===== src/rtl/cpu_pkg.sv =====
// Shared register-file geometry and writeback types for the CPU core.
package cpu_pkg;
  localparam int REG_AW       = 5;
  localparam int DATA_W       = 32;
  localparam int NUM_REGS     = 32;
  localparam int MAX_WAIT_DEF = 3;
  // Starvation counter width; MAX_WAIT is limited to 15
  localparam int CNT_W        = 4;

  typedef logic [REG_AW-1:0] reg_addr_t;
  typedef logic [DATA_W-1:0] reg_data_t;

  // One register-file write as it leaves the arbiter
  typedef struct packed {
    logic      we;
    reg_addr_t addr;
    reg_data_t data;
  } wr_req_t;
endpackage


===== src/rtl/reg_scoreboard.sv =====
// Pending-result scoreboard for multicycle mult/div destinations.
// A bit is set at issue and cleared when the mult/div result is accepted.
module reg_scoreboard
  import cpu_pkg::*;
(
  input  logic                clk,
  input  logic                rst,
  input  logic                set_en,
  input  reg_addr_t           set_addr,
  input  logic                clr_en,
  input  reg_addr_t           clr_addr,
  input  reg_addr_t           rs_addr,
  input  reg_addr_t           rt_addr,
  output logic [NUM_REGS-1:0] busy,
  output logic                rs_busy,
  output logic                rt_busy,
  output logic                conflict
);

  logic [NUM_REGS-1:0] busy_q, busy_d;
  logic                conflict_q, conflict_d;

  // Next busy vector: retire first, then issue, so a same-cycle issue wins
  always_comb begin
    busy_d = busy_q;
    if (clr_en) busy_d[clr_addr] = 1'b0;
    if (set_en && set_addr != '0) busy_d[set_addr] = 1'b1;
    busy_d[0] = 1'b0;
  end

  // Flag an issue to a register whose earlier result is still outstanding
  always_comb begin
    conflict_d = set_en && (set_addr != '0) && busy_q[set_addr] &&
                 !(clr_en && clr_addr == set_addr);
  end

  // Scoreboard state
  always_ff @(posedge clk or posedge rst) begin
    if (rst) begin
      busy_q     <= '0;
      conflict_q <= 1'b0;
    end else begin
      busy_q     <= busy_d;
      conflict_q <= conflict_d;
    end
  end

  assign busy     = busy_q;
  assign conflict = conflict_q;
  // Hazard query reads registered state only; a retirement this cycle is not bypassed
  assign rs_busy  = busy_q[rs_addr];
  assign rt_busy  = busy_q[rt_addr];

endmodule


===== src/rtl/regwrite_arbiter.sv =====
// Register-file write-port arbiter: pipeline writeback has priority, the
// multicycle mult/div unit is forced through after MAX_WAIT denied cycles.
module regwrite_arbiter
  import cpu_pkg::*;
#(
  parameter int MAX_WAIT = MAX_WAIT_DEF
) (
  input  logic                Clock,
  input  logic                Reset,
  input  logic                WbValid,
  output logic                WbReady,
  input  logic [REG_AW-1:0]   WbAddr,
  input  logic [DATA_W-1:0]   WbData,
  input  logic                MdValid,
  output logic                MdReady,
  input  logic [REG_AW-1:0]   MdAddr,
  input  logic [DATA_W-1:0]   MdData,
  input  logic                IssueValid,
  input  logic [REG_AW-1:0]   IssueAddr,
  input  logic [REG_AW-1:0]   RsAddr,
  input  logic [REG_AW-1:0]   RtAddr,
  output logic                RsBusy,
  output logic                RtBusy,
  output logic [NUM_REGS-1:0] Busy,
  output logic                RegWrite,
  output logic [REG_AW-1:0]   RdAddr,
  output logic [DATA_W-1:0]   RdData,
  output logic                IssueConflict
);

  localparam logic [CNT_W-1:0] WAIT_LIM = CNT_W'(MAX_WAIT);

  logic [CNT_W-1:0] cnt_q, cnt_d;
  wr_req_t          wr_q, wr_d;
  logic             md_gnt, wb_gnt;

  // Grant: Wb by default, Md when Wb idle or Md has been starved long enough
  always_comb begin
    md_gnt = !Reset && MdValid && (!WbValid || cnt_q == WAIT_LIM);
    wb_gnt = !Reset && WbValid && !md_gnt;
  end

  assign WbReady = wb_gnt;
  assign MdReady = md_gnt;

  // Starvation counter: counts denied Md cycles, saturating at the limit
  always_comb begin
    cnt_d = '0;
    if (MdValid && !md_gnt)
      cnt_d = (cnt_q == WAIT_LIM) ? cnt_q : cnt_q + 1'b1;
  end

  // Register-file write capture; r0 transfers are accepted but never written
  always_comb begin
    wr_d    = wr_q;
    wr_d.we = 1'b0;
    if (wb_gnt) begin
      wr_d.we   = (WbAddr != '0);
      wr_d.addr = WbAddr;
      wr_d.data = WbData;
    end else if (md_gnt) begin
      wr_d.we   = (MdAddr != '0);
      wr_d.addr = MdAddr;
      wr_d.data = MdData;
    end
  end

  // Arbiter state and registered write port
  always_ff @(posedge Clock or posedge Reset) begin
    if (Reset) begin
      cnt_q <= '0;
      wr_q  <= '0;
    end else begin
      cnt_q <= cnt_d;
      wr_q  <= wr_d;
    end
  end

  assign RegWrite = wr_q.we;
  assign RdAddr   = wr_q.addr;
  assign RdData   = wr_q.data;

  reg_scoreboard u_sb (
    .clk      (Clock),
    .rst      (Reset),
    .set_en   (IssueValid),
    .set_addr (IssueAddr),
    .clr_en   (md_gnt),
    .clr_addr (MdAddr),
    .rs_addr  (RsAddr),
    .rt_addr  (RtAddr),
    .busy     (Busy),
    .rs_busy  (RsBusy),
    .rt_busy  (RtBusy),
    .conflict (IssueConflict)
  );

endmodule


===== config.mk =====
export PLATFORM = sky130hd
export DESIGN_NAME = regwrite_arbiter
export DESIGN_NICKNAME = d
export VERILOG_FILES = /design/src/rtl/cpu_pkg.sv /design/src/rtl/reg_scoreboard.sv /design/src/rtl/regwrite_arbiter.sv
export SDC_FILE = /design/constraint.sdc
export NUM_CORES = 1
export LEC_CHECK = 0
export BUFFER_PORTS_ARGS = -buffer_cell sky130_fd_sc_hd__buf_2
export CAP_MARGIN = 15
export CELL_PAD_IN_SITES_DETAIL_PLACEMENT = 1
export CELL_PAD_IN_SITES_GLOBAL_PLACEMENT = 1
export CORE_MARGIN = 10
export CORE_UTILIZATION = 36
export CTS_BUF_LIST = sky130_fd_sc_hd__clkbuf_16
export DETAILED_ROUTE_END_ITERATION = 8
export PLACE_DENSITY_LB_ADDON = 0.1
export SYNTH_ARGS = -nofsm -noshare
export SYNTH_HDL_FRONTEND = slang
export SYNTH_HIERARCHICAL = 1
export SYNTH_SLANG_ARGS = --single-unit

===== constraint.sdc =====
create_clock -name Clock -period 2.4 [get_ports Clock]
set_input_delay 0.24 -clock Clock [delete_from_list [all_inputs] [get_ports Clock]]
set_output_delay 0.24 -clock Clock [all_outputs]
set_load 0.02 [all_outputs]

### Yosys cells after proc, flatten, opt, wreduce, memory -nomap -nowiden

Index checks and enable logic that the tools add are counted.

| word-level totals | value |
|---|---|
| register bits after elaboration | 74 |
| input bits | 94 |
| output and inout port bits | 75 |
| word-level logic and storage cells | 55 |

| cells by class | value |
|---|---|
| add/sub/neg operators | 1 |
| magnitude comparators | 6 |
| equality and inequality tests | 3 |
| multiplexer cells | 16 |
| bitwise logic cells | 3 |
| reductions and logical operators | 20 |

Operators with widths:

| kind | count |
|---|---|
| 38-bit 2-to-1 mux | 2 |
| 32-bit 2-to-1 mux | 2 |
| 32-bit AND | 1 |
| 32-bit NOT | 1 |
| 32-bit bitwise OR | 1 |
| 5-bit by 6-bit < comparator with 1-bit output, second input constant | 4 |
| 1-bit binary-select mux with 5-bit select | 3 |
| 5-bit nonzero test | 3 |
| 1-bit logical AND | 11 |
| 1-bit demux with 5-bit select | 2 |
| 5-bit by 1-bit >= comparator with 1-bit output, second input constant | 2 |
| 4-bit 2-to-1 mux | 2 |
| 5-bit equality test | 1 |
| 1-bit 2-to-1 mux | 5 |
| 4-bit by 1-bit adder with 4-bit output, second input constant | 1 |
| 4-bit by 2-bit equality test with 1-bit output, second input constant | 1 |
| 1-bit zero test | 4 |
| 2-bit inequality test, second input constant | 1 |
| 2-bit nonzero test | 1 |
| 1-bit logical OR | 1 |

### Logic depth before layout (Yosys ltp)

| depth | value |
|---|---|
| word-level depth | 9 |
| gate-level depth with buffers | 7 |
| mapped depth without buffers | 6 |

### Modules after synthesis

The synthesis kept the hierarchy.

Modules (own cells, without submodules):

| module | times used | cells each | area an instance (µm²) | sequential area each (µm²) |
|---|---|---|---|---|
| reg_scoreboard | 1 | 201 | 2,144.6 | 800.8 |
| regwrite_arbiter | 1 | 155 | 1,906.8 | 1,051.0 |

### Worst setup path after synthesis

No wires, ideal clock.

| timing path | value |
|---|---|
| path kind | reg-to-reg |
| from | reg cnt_q[0] |
| to | reg u_sb.busy_q[28] (netlist: u_sb/busy[28]) |
| setup time | 0.130 ns |
| arrival | 2.089 ns |
| required time | 2.270 ns |
| slack | 0.181 ns |
| cell stages (with the launch flop) | 8 |
| path buffers | 1 |
| period minus slack after synthesis | 2.219 ns |
| cells stage by stage | dfrtp_1 ha_1 or3b_4 a21oi_4 buf_4 or3b_2 o21ai_0 o21ai_0 |

| on the way | value |
|---|---|
| word-level cells in the longest chain between the ends | 6 |

RTL lines:

| element | RTL line | source |
|---|---|---|
| start, declared | regwrite_arbiter.sv:33 | `logic [CNT_W-1:0] cnt_q, cnt_d;` |
| start signal, assigned | regwrite_arbiter.sv:74 | `cnt_q <= cnt_d;` |
| 4-bit by 2-bit equality test with 1-bit output (*) | regwrite_arbiter.sv:39 | `md_gnt = !Reset && MdValid && (!WbValid \|\| cnt_q == WAIT_LIM);` |
| 1-bit logical OR (*) | regwrite_arbiter.sv:39 |  |
| 1-bit logical AND (*) | regwrite_arbiter.sv:39 |  |
| via MdReady | regwrite_arbiter.sv:15 | `output logic MdReady,` |
| 32-bit 2-to-1 mux (*) | reg_scoreboard.sv:26 | `if (clr_en) busy_d[clr_addr] = 1'b0;` |
| 32-bit bitwise OR (no line) | n/a |  |
| 32-bit 2-to-1 mux (*) | reg_scoreboard.sv:27 | `if (set_en && set_addr != '0) busy_d[set_addr] = 1'b1;` |
| via u_sb.busy_d[28] | reg_scoreboard.sv:20 | `logic [NUM_REGS-1:0] busy_q, busy_d;` |
| end signal, assigned | reg_scoreboard.sv:43 | `busy_q <= busy_d;` |
| end, declared | reg_scoreboard.sv:20 |  |

The timed path passes the listed nets; every way through them passes the cells marked *.
A chain may end at the register's enable or synchronous reset.

### Worst setup path in the final report

| timing path | value |
|---|---|
| from | reg u_sb.busy_q[23] (netlist: u_sb/busy[23]) |
| to | out RtBusy |

| on the way | value |
|---|---|
| word-level cells in the longest chain between the ends | 2 |

RTL lines:

| element | RTL line | source |
|---|---|---|
| 1-bit binary-select mux with 5-bit select | reg_scoreboard.sv:52 | `assign rt_busy = busy_q[rt_addr];` |
| 1-bit 2-to-1 mux (implied by the code) | reg_scoreboard.sv:52 |  |
| end, declared | regwrite_arbiter.sv:23 | `output logic RtBusy,` |

Every way passes these cells. The select of a mux whose other input is x is not followed.

==> results.md <==
- RR Startpoint: cnt_q[0]
- Via/cell ratio: 5.74
- R2R Path End: u_sb/busy[13]
- Final Power: 4.62 mW
- Net Count, Synth: 451
- Worst min path class: in -> reg
- Crit path time final: 2.39 ns
- Worst Path Max Fanout: 4
- # rows: 38
- CTS buffer count: 9
- Antenna Cells: 0
- Rel. slew slack: 59.8%
- Post-Synth Simple-Gate Area: 13.3%
- Max Fclk: 418 MHz
- Clk slew on worst S/H paths: 0.06 ns
- DRC Markers: 0
- Startpoint type of the worst setup path: flip-flop
- Post-synthesis instance area: 0.00405 mm^2
- Die Area: 0.0159 mm^2
- 1st-iter DRT viols: 282
- Final setup vio count: 0
- HPWL Detailed: 12000 um
- Drt first pass iters: 4
- Leakage: 2.53 nW
- Worst slew pin tran: 0.602 ns
- Synth Area in Compound Gates: 20.0%
- Post-synthesis sequential area ratio: 45.7%
- Multiplexer share of the synthesized area: 15.6%
- Hold Fails Final Rpt: 0
- Via count: 3918
- Initial core utilization: 37.0%
- Tcrit/Tclk final: 99.7%
- R2R setup slack: 0.15 ns
- Unique masters post-synth: 41
- I/O pins: 169
- Cells after Synth: 356
- Critical Path Sink Type: primary output
- Synth Area in Adders: 0.309%
- Final-report max-slew violation count: 0
- Antenna violations before repair: 0
- Remaining antenna violation count: 0
- Worst Hold Launch: MdData[2]
- Cell Pwr Density: 836 mW/mm^2
- Fill cells: 1253
- Area growth from synthesis to layout: 36.3%
- First-pass GRT wire length: 25000 um
- Buffers added on ports: 167
- Crit path kind: reg -> out
- Synth Register Bits: 74
- CTS sink count: 74
- Setup TNS: 0 ns
- DRT Wirelength: 16100 um
- Max Root-Sink Buffers: 2
- Hold depth: 2
- Critical Path AT: 2.15 ns
- R2R depth: 6
- Wirelength per Cell: 23.6 um
- RSZ-0062 raised after global routing: true
- Synth Warn #: 6
- Number of global-route vias before repair: 4147
- Pin count of the biggest net entering global routing: 40
- Run status: completed
- XOR/XNOR share of the synthesized area: 1.51%
- Hold endpoint: RdData[2]
- # nets final: 632
- Clock Tree Root: clkbuf_16
- Die X: 126 um
- VDD IR max: 0.000369 V
- Maxcap violations: 0
- Grt ovf: 0
- Clk_lat worst skew: 0.33 ns
- Synth Area per Inst: 11.4 um^2
- Die Ht: 126 um
- Share of post-route cells with drive strength above 1: 46.7%
- Placer Congestion: 0.840
- Gr usage total: 19.5%
- CTS HTree Levels: 3
- CTS tree: done
- Largest family of logic cells by synthesized area: compound AO/OA/AOI/OAI gates
- Worst Skew: 0.0102 ns
- Placeable Area: 0.0109 mm^2
- Worst endpoint required time: 2.16 ns
==> worst max-delay path by stage <==
stage	from	cells after the start	endpoint	slack, ns
3_3_place_gp	RtAddr[0]	5	RtBusy	0.26
6_report	u_sb/busy[23]	4	RtBusy	0.007
4_1_cts	u_sb/busy[12]	4	RsBusy	0.0007
3_5_place_dp	cnt_q[0]	6	u_sb/busy[20]	0.17
5_1_grt	u_sb/busy[23]	4	RtBusy	-0.05
2_1_floorplan	cnt_q[0]	7	u_sb/busy[28]	0.18
==> state kept, by name, summed over array words and instances, names as in the netlist <==
signal         count
cnt_q              4
RdAddr             5
RdData            32
u_sb/busy         31
RegWrite           1
u_sb/conflict      1
==> per-stage QoR <==
step | area (um^2) | worst slack (ns) | hold WS, ns | utilization [%] | std cells
2_1_floorplan | 4050 | 0.181 | 0.356 | - | 356
6_report | 5520 | 0.00697 | 0.139 | 50.5 | 682
4_1_cts | 5460 | 0.000707 | 0.137 | 49.9 | 677
3_3_place_gp | 5040 | 0.255 | 0.315 | 46.1 | 648
3_5_place_dp | 5040 | 0.172 | 0.326 | 46.1 | 648
5_1_grt | 5520 | -0.0502 | 0.139 | 50.5 | 682
==> cells in the mapped netlist <==
cell type	count	area (um^2)
or3b_2	2	17.5
buf_6	2	22.5
a221o_1	37	370
a211oi_1	1	7.51
a21oi_4	1	16.3
nor4_1	1	6.26
buf_1	1	3.75
nand3_1	7	35.0
nand2_1	14	52.6
o21bai_1	1	7.51
ha_1	1	12.5
a32oi_1	2	17.5
nand2b_1	3	18.8
nand3b_1	9	67.6
o21ai_0	65	325
xnor2_1	2	17.5
mux2i_1	7	70.1
or3b_4	1	11.3
a2bb2oi_1	1	8.76
or3_1	3	18.8
buf_4	2	15.0
a22o_1	1	8.76
and3_1	2	12.5
nor3_1	2	10.0
buf_2	9	45.0
mux2_2	6	67.6
o311ai_0	1	8.76
nor3b_2	1	12.5
xor2_1	5	43.8
mux4_2	22	495
clkbuf_1	11	41.3
nor2b_1	1	6.26
inv_1	3	11.3
a21oi_1	4	20.0
and2_0	20	125
conb_1	1	3.75
o22ai_1	2	12.5
and2_1	17	106
dfrtp_1	74	1850
nor2_1	10	37.5
a41oi_1	1	8.76
==> cells by family (layout without fill, tap and decap cells) <==
group / after synthesis / in the layout
AOI/OAI and AO/OA: 117 / 117
xor gates and xnor gates: 7 / 7
adders and majority gates: 1 / 1
buffers and inverters: 28 / 214
DFF: 74 / 74
muxes: 35 / 35
other: 1 / 1
and+or+nand+nor: 93 / 93
==> layout make-up <==
class | count | area, um^2 | share of cell area [%]
Clock buffer | 9 | 225 | 4.08
Clock inverter | 7 | 70.1 | 1.27
Inverter | 3 | 11.3 | 0.204
Multi-Input combinational cell | 254 | 2090 | 37.8
Sequential cell | 74 | 1860 | 33.7
Tap cell | 140 | 175 | 3.17
Timing Repair Buffer | 195 | 1090 | 19.8
==> critical path, stage by stage, from the launching register on <==
cell     delay [ns]
dfrtp_2        0.44
mux4_2         0.50
mux4_2         0.46
mux2_2         0.28
buf_6          0.13
==> report_power, final <==
part           leakage (nW)  internal (mW)  switching [mW]
combinational          1.50          0.718           0.866
sequential            0.890           1.48           0.218
clock                 0.145          0.803           0.533
total                  2.53           3.00            1.62
==> layout by cell type (no fill, tap or decap), types with 7 or more instances in the layout <==
cell type,netlist,final
and2_0,20,20
nor2_1,10,10
dfrtp_2,0,7
mux2i_1,7,7
clkbuf_16,0,9
nand2_1,14,14
mux4_2,22,22
a221o_1,37,37
and2_1,17,17
nand3b_1,9,9
o21ai_0,65,64
buf_4,2,24
dfrtp_1,74,67
buf_2,9,165
==> routing by layer <==
metal	up-vias	share of wire, %	GRT usage [%]
met5	-	0	0
met4	0	1.6	5.83
met3	20	6.3	4.49
met2	171	48	31.2
met1	1988	44	25.7
li1	1739	-	-
==> what timing repair did <==
item	4_1_cts	5_1_grt
hold buffers	1	0
setup endpoints to repair	3	11
setup buffers	12	4
pin swaps	0	1
hold endpoints to repair	10	0
cloned	0	0
resized for setup	9	9
Power figures use the tool's default switching activity.
